[config.mk]
export PLATFORM = sky130hd
export DESIGN_NAME = ps2_mouse_host_ctrl
export DESIGN_NICKNAME = d
export VERILOG_FILES = /design/src/rtl/ps2_mouse_host_ctrl_pkg.sv /design/src/rtl/ps2_mouse_host_ctrl_pkt_asm.sv /design/src/rtl/ps2_mouse_host_ctrl.sv
export SDC_FILE = /design/constraint.sdc
export NUM_CORES = 1
export LEC_CHECK = 0
export ABC_AREA = 1
export CAP_MARGIN = 20
export CORE_MARGIN = 8
export CORE_UTILIZATION = 41
export DETAILED_ROUTE_END_ITERATION = 6
export GPL_ROUTABILITY_DRIVEN = 0
export PLACE_DENSITY = 0.61
export REMOVE_ABC_BUFFERS = 1
export SETUP_SLACK_MARGIN = 0.5
export SYNTH_ARGS = -nofsm -noshare
export SYNTH_HDL_FRONTEND = slang
export SYNTH_SLANG_ARGS = --single-unit
[constraint.sdc]
create_clock -name clk -period 4.4 [get_ports clk]
set_clock_uncertainty 0.2 [all_clocks]
set_input_delay 0.88 -clock clk [delete_from_list [all_inputs] [get_ports clk]]
set_output_delay 0.88 -clock clk [all_outputs]
set_load 0.03 [all_outputs]
[src/rtl/ps2_mouse_host_ctrl_pkg.sv]
// Shared PS/2 mouse constants, controller state/step encodings and the
// movement-packet record used by the host controller and its packet assembler.
package ps2_mouse_host_ctrl_pkg;

  localparam logic [7:0] PS2_CMD_RESET_CMD       = 8'hFF;
  localparam logic [7:0] PS2_CMD_GET_DEVICE_ID   = 8'hF2;
  localparam logic [7:0] PS2_CMD_SET_STREAM_MODE = 8'hEA;
  localparam logic [7:0] PS2_RD_ACK              = 8'hFA;
  localparam logic [7:0] PS2_RD_PASS             = 8'hAA;

  // Byte 1 of every movement packet has this bit set; used to find packet start.
  localparam int BYTE1_SYNC_BIT = 3;

  typedef enum logic [2:0] {
    ST_SEND_CMD,
    ST_WAIT_TX,
    ST_WAIT_ACK,
    ST_WAIT_PASS,
    ST_WAIT_ID,
    ST_STREAM,
    ST_ERROR
  } ctrl_state_e;

  typedef enum logic [1:0] {
    STEP_RESET,
    STEP_GET_ID,
    STEP_SET_STREAM
  } init_step_e;

  typedef struct packed {
    logic       btn_l;
    logic       btn_m;
    logic       btn_r;
    logic       x_ov;
    logic       y_ov;
    logic [8:0] dx;
    logic [8:0] dy;
  } mouse_pkt_t;

  function automatic logic [7:0] step_cmd(input init_step_e step);
    logic [7:0] cmd;
    case (step)
      STEP_GET_ID:     cmd = PS2_CMD_GET_DEVICE_ID;
      STEP_SET_STREAM: cmd = PS2_CMD_SET_STREAM_MODE;
      default:         cmd = PS2_CMD_RESET_CMD;
    endcase
    return cmd;
  endfunction

  // Byte 1 layout: {y_ov, x_ov, ysign, xsign, 1, m, r, l}
  function automatic mouse_pkt_t decode_pkt(input logic [7:0] b1,
                                            input logic [7:0] b2,
                                            input logic [7:0] b3);
    mouse_pkt_t p;
    p.btn_l = b1[0];
    p.btn_r = b1[1];
    p.btn_m = b1[2];
    p.x_ov  = b1[6];
    p.y_ov  = b1[7];
    p.dx    = {b1[4], b2};
    p.dy    = {b1[5], b3};
    return p;
  endfunction

endpackage

[src/rtl/ps2_mouse_host_ctrl_pkt_asm.sv]
// Movement-packet assembler: collects three stream bytes, resyncs on byte-1
// sync bit and inter-byte timeout, and registers the decoded packet.
module ps2_mouse_pkt_asm
  import ps2_mouse_host_ctrl_pkg::*;
#(
  parameter int PKT_TIMEOUT = 100000,
  parameter int TMR_W       = 22
) (
  input  logic       clk,
  input  logic       rst,
  input  logic       en,
  input  logic [7:0] rx_data,
  input  logic       rx_done,
  output logic       pkt_valid,
  output mouse_pkt_t pkt
);

  localparam logic [TMR_W-1:0] PKT_LIM = TMR_W'(PKT_TIMEOUT);

  logic [1:0]       pkt_idx;
  logic [TMR_W-1:0] timer;
  logic [7:0]       byte1;
  logic [7:0]       byte2;

  always_ff @(posedge clk) begin
    if (rst) begin
      pkt_idx   <= 2'd0;
      timer     <= '0;
      byte1     <= '0;
      byte2     <= '0;
      pkt_valid <= 1'b0;
      pkt       <= '0;
    end else begin
      pkt_valid <= 1'b0;
      if (!en) begin
        pkt_idx <= 2'd0;
        timer   <= '0;
      end else if (rx_done) begin
        timer <= '0;
        case (pkt_idx)
          2'd0: begin
            // Bytes without the sync bit cannot start a packet; drop them.
            if (rx_data[BYTE1_SYNC_BIT]) begin
              byte1   <= rx_data;
              pkt_idx <= 2'd1;
            end
          end
          2'd1: begin
            byte2   <= rx_data;
            pkt_idx <= 2'd2;
          end
          default: begin
            pkt_idx   <= 2'd0;
            pkt_valid <= 1'b1;
            pkt       <= decode_pkt(byte1, byte2, rx_data);
          end
        endcase
      end else if (pkt_idx != 2'd0) begin
        if (timer == PKT_LIM) begin
          pkt_idx <= 2'd0;
          timer   <= '0;
        end else begin
          timer <= timer + 1'b1;
        end
      end
    end
  end

endmodule

[src/rtl/ps2_mouse_host_ctrl.sv]
// Host-side PS/2 mouse controller: runs the reset / get-ID / stream-enable
// handshake with retries, then hands stream bytes to the packet assembler.
module ps2_mouse_host_ctrl
  import ps2_mouse_host_ctrl_pkg::*;
#(
  parameter int RESP_TIMEOUT = 2500000,
  parameter int PKT_TIMEOUT  = 100000,
  parameter int MAX_RETRY    = 3,
  parameter int TMR_W        = 22
) (
  input  logic       clk,
  input  logic       rst,
  input  logic       reinit,
  output logic [7:0] tx_data,
  output logic       tx_stb,
  input  logic       tx_ready,
  input  logic       tx_done,
  input  logic [7:0] rx_data,
  input  logic       rx_done,
  output logic       init_done,
  output logic       init_err,
  output logic [7:0] device_id,
  output logic       pkt_valid,
  output logic       btn_l,
  output logic       btn_m,
  output logic       btn_r,
  output logic       x_ov,
  output logic       y_ov,
  output logic [8:0] dx,
  output logic [8:0] dy
);

  localparam int               RTY_W    = $clog2(MAX_RETRY + 1);
  localparam logic [TMR_W-1:0] RESP_LIM = TMR_W'(RESP_TIMEOUT);
  localparam logic [RTY_W-1:0] RTY_LAST = RTY_W'(MAX_RETRY - 1);

  ctrl_state_e      state, state_n;
  init_step_e       step, step_n;
  logic [RTY_W-1:0] retry, retry_n;
  logic [TMR_W-1:0] timer, timer_n;
  logic [7:0]       tx_data_n;
  logic [7:0]       device_id_n;
  logic             tx_stb_n;
  logic             fail;
  logic             resp_expired;
  logic             stream_en;
  mouse_pkt_t       pkt;

  always_ff @(posedge clk) begin
    if (rst) begin
      state     <= ST_SEND_CMD;
      step      <= STEP_RESET;
      retry     <= '0;
      timer     <= '0;
      tx_stb    <= 1'b0;
      tx_data   <= '0;
      device_id <= '0;
    end else begin
      state     <= state_n;
      step      <= step_n;
      retry     <= retry_n;
      timer     <= timer_n;
      tx_stb    <= tx_stb_n;
      tx_data   <= tx_data_n;
      device_id <= device_id_n;
    end
  end

  always_comb begin
    state_n      = state;
    step_n       = step;
    retry_n      = retry;
    timer_n      = timer;
    tx_stb_n     = 1'b0;
    tx_data_n    = tx_data;
    device_id_n  = device_id;
    fail         = 1'b0;
    resp_expired = (timer == RESP_LIM);

    if (reinit) begin
      state_n = ST_SEND_CMD;
      step_n  = STEP_RESET;
      retry_n = '0;
      timer_n = '0;
    end else begin
      case (state)
        ST_SEND_CMD: begin
          timer_n = '0;
          if (tx_ready) begin
            tx_stb_n  = 1'b1;
            tx_data_n = step_cmd(step);
            state_n   = ST_WAIT_TX;
          end
        end
        ST_WAIT_TX: begin
          // Stray rx bytes here are ignored; the response window opens on tx_done.
          timer_n = timer + 1'b1;
          if (tx_done) begin
            timer_n = '0;
            state_n = ST_WAIT_ACK;
          end else if (resp_expired) begin
            fail = 1'b1;
          end
        end
        ST_WAIT_ACK: begin
          timer_n = timer + 1'b1;
          if (rx_done) begin
            if (rx_data == PS2_RD_ACK) begin
              timer_n = '0;
              case (step)
                STEP_RESET:  state_n = ST_WAIT_PASS;
                STEP_GET_ID: state_n = ST_WAIT_ID;
                default:     state_n = ST_STREAM;
              endcase
            end else begin
              fail = 1'b1;
            end
          end else if (resp_expired) begin
            fail = 1'b1;
          end
        end
        ST_WAIT_PASS: begin
          timer_n = timer + 1'b1;
          if (rx_done) begin
            if (rx_data == PS2_RD_PASS) begin
              timer_n = '0;
              state_n = ST_WAIT_ID;
            end else begin
              fail = 1'b1;
            end
          end else if (resp_expired) begin
            fail = 1'b1;
          end
        end
        ST_WAIT_ID: begin
          timer_n = timer + 1'b1;
          if (rx_done) begin
            timer_n     = '0;
            device_id_n = rx_data;
            state_n     = ST_SEND_CMD;
            if (step == STEP_RESET) begin
              step_n = STEP_GET_ID;
            end else begin
              step_n = STEP_SET_STREAM;
            end
          end else if (resp_expired) begin
            fail = 1'b1;
          end
        end
        default: begin
        end
      endcase

      // Any failure restarts the whole handshake from the reset command.
      if (fail) begin
        retry_n = retry + 1'b1;
        step_n  = STEP_RESET;
        timer_n = '0;
        if (retry == RTY_LAST) begin
          state_n = ST_ERROR;
        end else begin
          state_n = ST_SEND_CMD;
        end
      end
    end
  end

  assign init_done = (state == ST_STREAM);
  assign init_err  = (state == ST_ERROR);
  assign stream_en = (state == ST_STREAM) && !reinit;

  ps2_mouse_pkt_asm #(
    .PKT_TIMEOUT(PKT_TIMEOUT),
    .TMR_W      (TMR_W)
  ) u_pkt_asm (
    .clk      (clk),
    .rst      (rst),
    .en       (stream_en),
    .rx_data  (rx_data),
    .rx_done  (rx_done),
    .pkt_valid(pkt_valid),
    .pkt      (pkt)
  );

  assign btn_l = pkt.btn_l;
  assign btn_m = pkt.btn_m;
  assign btn_r = pkt.btn_r;
  assign x_ov  = pkt.x_ov;
  assign y_ov  = pkt.y_ov;
  assign dx    = pkt.dx;
  assign dy    = pkt.dy;

endmodule
==> Word-level counts from Yosys, hierarchy flattened <==
Index checks and enable logic that the tools add are counted.
{ "op_classes": {"n_eq_ne": 22, "mux": 37, "n_reduce_logical": 25, "div_mod_pow": 0, "n_bitwise": 5, "n_addsub": 3, "multipliers": 0, "order_cmp": 0, "n_shift": 0} }
{ "op_table": {"columns": ["operator", "n"], "rows": [
  ["$mux W22", 7],
  ["$pmux W22 S5", 1],
  ["$add A22 B1 Y22 const B", 2],
  ["$mux W3", 9],
  ["$ne A3 B3 Y1 const B", 8],
  ["$eq A22 B17 Y1 const B", 1],
  ["$eq A22 B22 Y1 const B", 1],
  ["$eq A8 B8 Y1 const B", 2],
  ["$pmux W3 S5", 1],
  ["$reduce_and A3 Y1", 5],
  ["$reduce_or A3 Y1", 4],
  ["$mux W1", 10],
  ["$mux W2", 5],
  ["$pmux W5 S2", 1],
  ["$eq A3 B3 Y1 const B", 3],
  ["$reduce_and A8 Y1", 1],
  ["$eq A3 B2 Y1 const B", 2],
  ["$pmux W3 S2", 1],
  ["$reduce_bool A2 Y1", 3],
  ["$reduce_bool A6 Y1", 1],
  ["$reduce_or A2 Y1", 3],
  ["$not A1 Y1", 5],
  ["$reduce_bool A5 Y1", 1],
  ["$eq A2 B1 Y1 const B", 2],
  ["11 further kinds", 13]
]} }
{ "word_totals": {"out_inout_bits": 43, "register_bits": 110, "ramBits": 0, "latch_bits": 0, "mem_bits_ro": 0, "wordCells": 111, "mem_count": 0} }

==> Longest topological paths before layout <==
Gate-level depths: netlist (run 1).
{ "depth": {"ltp_word": 7, "mapped_depth": 12, "mapped_depth_nobuf": 12} }

==> Cells and area by module <==
From an unflattened synthesis (run 1), not the netlist that was laid out.
{ "unflattened": {"hier_cells": 736, "hier_area_um2": 5217.5} }
{ "modules_own_cells": {"columns": ["module", "seq_area_each_um2", "cells_per_inst", "n_inst", "area_each_um2"], "rows": [
  ["ps2_mouse_pkt_asm", 1261.2, 373, 1, 2690.1],
  ["ps2_mouse_host_ctrl", 840.8, 363, 1, 2527.4]
]} }

==> Least setup slack after synthesis (run 1) <==
Ideal clock, no wire load.
{ "synth_timing": {"kind": "register to output", "start": "register state[1]", "end": "output port init_err", "path_slack_ps": 2116, "stages_incl_launch_ff": 3, "arrival_ps": 1204, "path_cell_list": "dfxtp_1 > inv_1 > nor3_1"} }
{ "synth_between": {"elab_chain_len": 1} }
{ "synth_rtl": {"columns": ["item", "line", "source"], "rows": [
  ["from (decl)", "ps2_mouse_host_ctrl.sv:37", "ctrl_state_e state, state_n;"],
  ["from (signal assigned)", "ps2_mouse_host_ctrl.sv:59", "state <= state_n;"],
  ["$eq A3 B3 Y1", "ps2_mouse_host_ctrl.sv:169", "assign init_err = (state == ST_ERROR);"],
  ["to (decl)", "ps2_mouse_host_ctrl.sv:21", "output logic init_err,"]
]} }
No other way between the ends.

==> Worst setup path in the final report (run 1) <==
Same ends and word-level chain as after synthesis.

==> impl_metrics.tcl, run 1 <==
set metrics [dict create \
    status "complete, no violations" \
    globalRouteMet1Util 0.180 \
    crit_path_start "state[1]$_SDFFE_PP0P_" \
    path_clk_slew_ps 70 \
    antenna_found_initial 0 \
    r2r_slack_ps 1520 \
    timing.rr.start "state[0]$_SDFFE_PP0P_" \
    crit_path_end_kind "output port" \
    met2_usage 0.239 \
    cts_max_level 3 \
    io_pins 57 \
    async_flop_share 0 \
    grt_max_degree 33 \
    route.final.wire_length_um 11800 \
    worstSetupPathType "reg -> out" \
    cpPeakStageDelay_ps 710 \
    vias_per_cell 5.04 \
    clkLatencyLatePin_ps 360 \
    cts_buffer_depth 2 \
    holdPathEnd "retry[0]$_SDFFE_PP0P_" \
    synth_common_cells "nor2_1, dfxtp_1, nand2_1" \
    cts_buffers 9 \
    synth.avg_cell_area_um2 7.18 \
    drt-pass1-iter-count 4 \
    post_cts_buffers 0 \
    n_antenna_cell 0 \
    fin_area_um2 5810 \
    die_w_um 125 \
    switching_share 0.286 \
    regArea_um2 2100 \
    drive_gt1_frac 0.0522 \
    seqPwrFrac 0.477 \
    cts_resized 0 \
    areaGrowthSynthToFinish_pct 20.0 \
    grt_util_met3 0.0553 \
    gr-total-overflow 0 \
    synth.distinct_cells 32 \
    path_cells "inv_1, nor3_1, clkdlybuf4s50_1" \
    io_buffer_count 56 \
    muxShareOfSynthArea 0 \
    drv_cap 0 \
    critical_path_buf_inv_count 2 \
    dominantRegCellSynth "dfxtp_1" \
    synth_top_family_by_area "simple AND/OR/NAND/NOR gates" \
    yosysMostFrequentCell "nor2_1" \
    drcViolationCount 0 \
    crit_required_ps 3320 \
    vias 4388 \
    fin_crit_ps 2950 \
    ys_top_cells_by_area "dfxtp_1, nor2_1, nand2_1" \
    grt_pass1_wl_um 19800 \
    multi_input_area_um2 2350 \
    synth-edff-count 0 \
    syn_area_um2 4840 \
    ant_nets 0 \
    grt_pass1_vias 4256 \
    hold_class "reg -> reg" \
    maxSlewViolCount 0 \
    final_nets 747 \
    max-vdd-ir-drop_v 0.000184 \
    die_area_um2 15500 \
    path_delay_family "buffers and inverters" \
    clkSinkCount 105 \
    tightest_slew_ps 818 \
    p_comb_frac 0.133 \
    fmax_ghz 0.339 \
    holdPathStages 1 \
    cp_max_fo 6 \
    synth_compound_area_frac 0.108 \
    cts_tree "yes" \
    p_int_uw 1480 \
    hp-start "retry[0]$_SDFFE_PP0P_" \
    cp-start-kind "flop" \
    finalHoldViolations 0 \
    hold_buffers 0 \
    drtIter0Drc 333 \
    ys_warn_count 0 \
    dieHeight_um 125 \
    power.density_nw_per_um2 357 \
    start_util 0.422 \
    placed_area_um2 5510 \
    wl_per_cell_um 13.6 \
    yosys_register_bits 105 \
    synth_xor_area_frac 0.0290 \
    synth_cells 674 \
    reg2reg_to "timer[16]$_SDFFE_PP0P_" \
    setup_violations 0 \
    synth-adder-area-share 0.0259 \
    period_share 0.670 \
    crit_slowest_cell "clkdlybuf4s50_1" \
    r2r_cells 6 \
    maxSlewHeadroom 0.453 \
    num_rows 39 \
    dp_hpwl_um 8570 \
    setup_tns_ps 0 \
    root_buffer "clkbuf_16" \
    nFillCells 1122 \
    placeableCoreArea_um2 11500 \
    pwr-share-clk 0.390 \
    yosys.area_share.simple 0.324 \
    cp_data_arrival_time_ps 1870 \
    power.switching_uw 595 \
    grt.total_usage 0.151 \
    grt_busiest_layer "met2" \
    p_leak_uw 0.00228 \
    rsz0062_at_grt "no" \
    synth_top_area_cell "dfxtp_1" \
    netlist.area_leader.share 0.434 \
    ys_seq_area_frac 0.434 \
]
-- state kept, by name (all words and copies together), names as in the netlist --
signal,flops
u_pkt_asm.timer,22
tx_data,4
timer,22
state,3
retry,2
u_pkt_asm.pkt_valid,1
u_pkt_asm.byte1,7
step,2
u_pkt_asm.pkt,23
u_pkt_asm.pkt_idx,2
device_id,8
tx_stb,1
u_pkt_asm.byte2,8
-- stage by stage --
step / utilization / hold slack (ps) / total power, uW / instances / setup WS (ps)
final: 0.506 / 266 / 2080 / 871 / 1450
after floorplan: - / 222 / 1190 / 654 / 2040
after global routing: 0.506 / 291 / 2160 / 871 / 1230
after global placement: 0.478 / 236 / 1280 / 854 / 1230
after detailed placement: 0.481 / 251 / 1290 / 855 / 1220
after CTS: 0.506 / 261 / 2090 / 871 / 1450
-- power by group through the flow --
stage	Clock, uW	Combinational [uW]	Sequential, uW
after global routing	862	302	994
after floorplan	0	155	1040
after detailed placement	0	275	1010
after CTS	825	276	990
final	810	276	991
after global placement	0	272	1010
-- worst max-delay path by stage --
stage                                           to  slack, ps  cells past startpoint
floorplan           u_pkt_asm.pkt[10]$_SDFFE_PP0P_       2040                      6
global placement         device_id[3]$_SDFFE_PP0P_       1230                      8
detailed placement       device_id[7]$_SDFFE_PP0P_       1220                      8
CTS                                       init_err       1450                      3
global route                timer[16]$_SDFFE_PP0P_       1230                      6
finish                                    init_err       1450                      3
-- layout by cell type, fill, tap and decap left out, types with 6 or more instances in the layout --
cell type / Yosys / final
nor2_1: 166 / 166
dfxtp_1: 105 / 105
nand2_1: 81 / 81
inv_1: 73 / 73
o21ai_0: 59 / 59
clkdlybuf4s50_1: 0 / 56
nand3_1: 33 / 33
a21oi_1: 28 / 28
nor3_1: 22 / 22
nand4_1: 16 / 16
xor2_1: 14 / 14
ha_1: 10 / 10
clkbuf_16: 0 / 9
nor4_1: 7 / 7
nor3b_1: 6 / 6
-- cell families after synthesis --
| group | Yosys count |
|---|---|
| adder cells (fa/ha/maj) | 10 |
| flip-flops | 105 |
| AND/OR/NAND/NOR | 349 |
| AO/OA/AOI/OAI | 99 |
| XOR/XNOR | 16 |
| buffers and inverters | 95 |
-- layer usage --
metal,vias up,share of wire
li1,2278,-
met1,2005,0.47
met2,92,0.44
met3,13,0.068
met4,0,0.016
met5,-,0
-- final cells by class --
type,count,share of cell area
sequential,105,0.362
clock inverter,6,0.0101
timing repair buffer,58,0.103
tap,143,0.0308
multi-input combinational,474,0.405
clock buffer,10,0.0411
inverter,75,0.0485
(Power assumes the default switching activity.)
==> inputs of run 2 (changes only) <==
clock period = 3.1 ns   (was 4.4 ns; I/O delays follow)
==> run 2 against run 1 <==
Power up 42%. Sequential power grew 41%. First-iteration DRC count decreased by 6.9%.
==> impl_metrics.tcl, run 2 (same netlist as run 1, synthesis figures left out) <==
set metrics [dict create \
    clkSinkCount 105 \
    vias_per_cell 5.01 \
    io_pins 57 \
    cts_tree "yes" \
    grt_pass1_vias 4141 \
    crit_slowest_cell "dfxtp_1" \
    hp-start "retry[0]$_SDFFE_PP0P_" \
    crit_required_ps 2280 \
    ant_nets 0 \
    period_share 0.780 \
    maxSlewViolCount 0 \
    die_area_um2 15500 \
    final_nets 752 \
    cts_buffers 9 \
    setup_violations 0 \
    clkLatencyLatePin_ps 360 \
    hold_class "reg -> reg" \
    max-vdd-ir-drop_v 0.000302 \
    tightest_slew_ps 780 \
    drtIter0Drc 310 \
    largest_reg_flops 23 \
    vias 4388 \
    grt.total_usage 0.148 \
    crit_path_end_kind "output port" \
    antenna_found_initial 0 \
    dieHeight_um 125 \
    grt_pass1_wl_um 19500 \
    cts_max_level 3 \
    cts_buffer_depth 2 \
    worstSetupPathType "reg -> out" \
    n_antenna_cell 0 \
    finalHoldViolations 0 \
    critical_path_buf_inv_count 2 \
    io_buffer_count 56 \
    holdPathEnd "retry[0]$_SDFFE_PP0P_" \
    final_cell_mix "nor2_1, dfxtp_1, nand2_1" \
    final_common_cell "nor2_1" \
    rsz0062_at_grt "no" \
    maxSlewHeadroom 0.479 \
    path_clk_slew_ps 70 \
    status "complete, no violations" \
    fmax_ghz 0.413 \
    drt-pass1-iter-count 5 \
    reg2reg_to "timer[13]$_SDFFE_PP0P_" \
    cpPeakStageDelay_ps 430 \
    path_delay_family "buffers and inverters" \
    holdPathStages 1 \
    drv_cap 0 \
    power.density_nw_per_um2 506 \
    placeableCoreArea_um2 11500 \
    r2r_slack_ps 920 \
    gr-total-overflow 0 \
    start_util 0.422 \
    wl_per_cell_um 13.2 \
    cp_max_fo 6 \
    fin_crit_ps 2420 \
    grt_max_degree 47 \
    drcViolationCount 0 \
    cp-start-kind "flop" \
    top_regs "u_pkt_asm.pkt: 23 flops, timer: 22 flops, u_pkt_asm.timer: 22 flops" \
    dp_hpwl_um 8280 \
    route.final.wire_length_um 11600 \
    setup_tns_ps 0 \
    p_leak_uw 0.00232 \
    power_uw 2950 \
    post_cts_buffers 0 \
    path_cells "inv_1, nor3_1, dlygate4sd2_1" \
    largest_register "u_pkt_asm.pkt" \
    r2r_cells 7 \
    nFillCells 1110 \
    die_w_um 125 \
    drive_gt1_frac 0.0587 \
    timing.rr.start "state[0]$_SDFFE_PP0P_" \
    areaGrowthSynthToFinish_pct 20.5 \
    cp_data_arrival_time_ps 1600 \
    root_buffer "clkbuf_16" \
    num_rows 39 \
]
-- run 2: layout make-up --
class | count | area [um2] | area share
Inverter | 75 | 282 | 0.0483
Sequential cell | 105 | 2100 | 0.360
Clock buffer | 9 | 225 | 0.0386
Timing Repair Buffer | 63 | 611 | 0.105
Tap cell | 143 | 179 | 0.0307
Multi-Input combinational cell | 474 | 2350 | 0.403
Clock inverter | 7 | 81.3 | 0.0139
-- run 2: how the worst max path moves through the flow --
stage,slack (ps),cells after the start,end,startpoint
floorplan,1000,6,u_pkt_asm.pkt[10]$_SDFFE_PP0P_,reinit
global placement,400,9,timer[16]$_SDFFE_PP0P_,rx_done
CTS,670,3,init_err,state[1]$_SDFFE_PP0P_
finish,680,3,init_err,state[1]$_SDFFE_PP0P_
detailed placement,340,9,timer[13]$_SDFFE_PP0P_,rx_done
global route,550,9,timer[16]$_SDFFE_PP0P_,rx_done
-- run 2: power by group --
group          leakage [uW]  switching, uW  internal, uW
Clock              0.000150            577           578
Combinational       0.00132            253           139
Sequential         0.000847           30.2          1370
-- run 2: routing by layer --
layer / up-vias / GRT usage / share of wire
met2: 87 / 0.218 / 0.43
met5: - / 0 / 0
met3: 18 / 0.0494 / 0.063
met1: 1993 / 0.190 / 0.49
li1: 2290 / - / -
met4: 0 / 0.0687 / 0.020
-- run 2: per-stage QoR --
stage	std cells	area (um2)	utilization	setup slack [ps]	hold WS, ps
final	876	5830	0.509	681	271
after global routing	876	5830	0.509	552	296
after CTS	876	5830	0.509	671	270
after detailed placement	860	5530	0.482	345	258
after global placement	860	5530	0.482	396	237
after floorplan	654	4740	-	999	222
-- run 2: what timing repair did --
action,in CTS,in global routing
endpoints found under the setup margin,2,0
hold buffers,0,0
gates resized for setup,2,0
==> inputs of run 3 (changes only) <==
clock period = 2.5 ns   (was 3.1 ns; I/O delays follow)
==> run 3 against run 2 <==
Global-route usage is 0.78 points higher. Worst setup slack worse by 100 ps. Final area is 6.0% higher. Die area stayed put. Clock power is 29% higher. Wire length is 9.3% higher. Utilization is 3.0 points higher. Sequential share of layout area is 1.8 points lower. Largest cell class unchanged. Largest power group unchanged. Highest routed layer unchanged.
==> impl_metrics.tcl, run 3 (same netlist as run 1, synthesis figures left out) <==
set metrics [dict create \
    die_area_um2 15500 \
    cp-start-kind "flop" \
    p_leak_uw 0.00270 \
    antenna_found_initial 0 \
    cts_max_level 3 \
    num_rows 39 \
    holdPathEnd "retry[0]$_SDFFE_PP0P_" \
    fmax_ghz 0.521 \
    grt_max_degree 50 \
    gr-total-overflow 0 \
    ant_nets 0 \
    largest_reg_flops 23 \
    setup_violations 0 \
    max-vdd-ir-drop_v 0.000479 \
    tightest_slew_ps 575 \
    crit_path_end_kind "output port" \
    grt_pass1_wl_um 20500 \
    hp-start "retry[0]$_SDFFE_PP0P_" \
    path_clk_slew_ps 70 \
    drive_gt1_frac 0.130 \
    place_ws_ps -13.2 \
    holdPathStages 1 \
    multi_input_area_um2 2470 \
    worstSetupPathType "reg -> out" \
    clkLatencyLatePin_ps 360 \
    die_w_um 125 \
    crit_required_ps 1800 \
    power.density_nw_per_um2 612 \
    finalHoldViolations 0 \
    n_antenna_cell 0 \
    final_cells 902 \
    wl_per_cell_um 14.0 \
    drt-pass1-iter-count 5 \
    top_regs "u_pkt_asm.pkt: 23 flops, timer: 22 flops, u_pkt_asm.timer: 22 flops" \
    placed_area_um2 5620 \
    drtIter0Drc 298 \
    rsz0062_at_grt "yes" \
    worst_slack_ps 581 \
    io_pins 57 \
    dieHeight_um 125 \
    cts_buffer_depth 2 \
    crit_slowest_cell "dfxtp_2" \
    reg2reg_to "timer[9]$_SDFFE_PP0P_" \
    drcViolationCount 0 \
    dp_hpwl_um 8580 \
    start_util 0.422 \
    cp_data_arrival_time_ps 1220 \
    timing.rr.start "state[2]$_SDFFE_PP0P_" \
    hold_ws_ps 257 \
    final_common_cell "nor2_1" \
    fin_crit_ps 1920 \
    vias 4550 \
    largest_register "u_pkt_asm.pkt" \
    nFillCells 1092 \
    cts_tree "yes" \
    cpPeakStageDelay_ps 400 \
    path_cells "inv_2, nor3_1, buf_4" \
    status "complete, no violations" \
    hold_buffers 0 \
    grt_pass1_vias 4316 \
    clkSinkCount 105 \
    hold_class "reg -> reg" \
    io_buffer_count 56 \
    r2r_cells 9 \
    fin_area_um2 6180 \
    grt.total_usage 0.156 \
    root_buffer "clkbuf_16" \
    areaGrowthSynthToFinish_pct 27.7 \
    regArea_um2 2120 \
    placeableCoreArea_um2 11500 \
    route.final.wire_length_um 12600 \
    dp.cells 871 \
    vias_per_cell 5.04 \
    drv_cap 0 \
    cp_max_fo 6 \
    maxSlewViolCount 0 \
    final_cell_mix "nor2_1, dfxtp_1, nand2_1" \
    r2r_slack_ps 610 \
    maxSlewHeadroom 0.614 \
    final_nets 778 \
    cts_buffers 9 \
    period_share 0.768 \
]
run 3: changes by cell type in the layout (fill, tap and decap cells not counted), sizes merged, moves of 2 or more:
cell,delta
clkdlybuf4s50,-50
dlygate4sd2,+40
buf,+24
dlymetal6s2s,+8
clkinvlp,+3
clkbuf,+2
inv,-2
run 3: per-stage QoR:
step                total power [uW]  utilization  setup TNS (ps)
finish                          3780        0.539               0
global route                    3940        0.539               0
CTS                             3800        0.521               0
floorplan                       2100            -               0
detailed placement              2300        0.490           -13.2
global placement                2290        0.490               0
run 3: critical path, delay by kind of cell (launching register included):
family	cells	cell delay [ps]
DFF	1	400
and+or+nand+nor	1	190
buffers and inverters	2	280
run 3: timing repair:
item                                    CTS  global route
endpoints found under the setup margin   77            66
gates resized for setup                  69            42
gates cloned                              1             2
endpoints found under the hold margin     0             0
buffers inserted                          6             6
pin swaps                                 3            14
run 3: layer usage:
layer | track usage | vias up | share of wire
li1 | - | 2341 | -
met1 | 0.191 | 2093 | 0.46
met2 | 0.249 | 106 | 0.46
met3 | 0.0617 | 10 | 0.070
met4 | 0.0369 | 0 | 0.0087
met5 | 0 | - | 0
run 3: worst max path at each step:
stage | start | to | slack [ps] | cells past startpoint
floorplan | state[0]$_SDFFE_PP0P_ | timer[13]$_SDFFE_PP0P_ | 410 | 6
global placement | rx_done | timer[16]$_SDFFE_PP0P_ | 70 | 9
detailed placement | rx_done | timer[13]$_SDFFE_PP0P_ | -10 | 9
CTS | state[2]$_SDFFE_PP0P_ | init_err | 450 | 3
global route | state[1]$_SDFFE_PP0P_ | u_pkt_asm.pkt[14]$_SDFFE_PP0P_ | 470 | 9
finish | state[1]$_SDFFE_PP0P_ | init_err | 580 | 3
run 3: layout make-up:
class                      instances  share of cell area
tap                              143              0.0290
clock inverter                     7              0.0142
multi-input combinational        475               0.399
timing repair inverter             1             0.00121
inverter                          75              0.0466
timing repair buffer              87               0.130
clock buffer                       9              0.0364
sequential                       105               0.343
run 3: power by group:
group	total [uW]	switching, uW	internal (uW)	leakage (uW)
sequential	1740	38.6	1710	0.000851
clock	1480	679	798	0.000151
combinational	557	351	206	0.00170
total	3780	1070	2710	0.00270
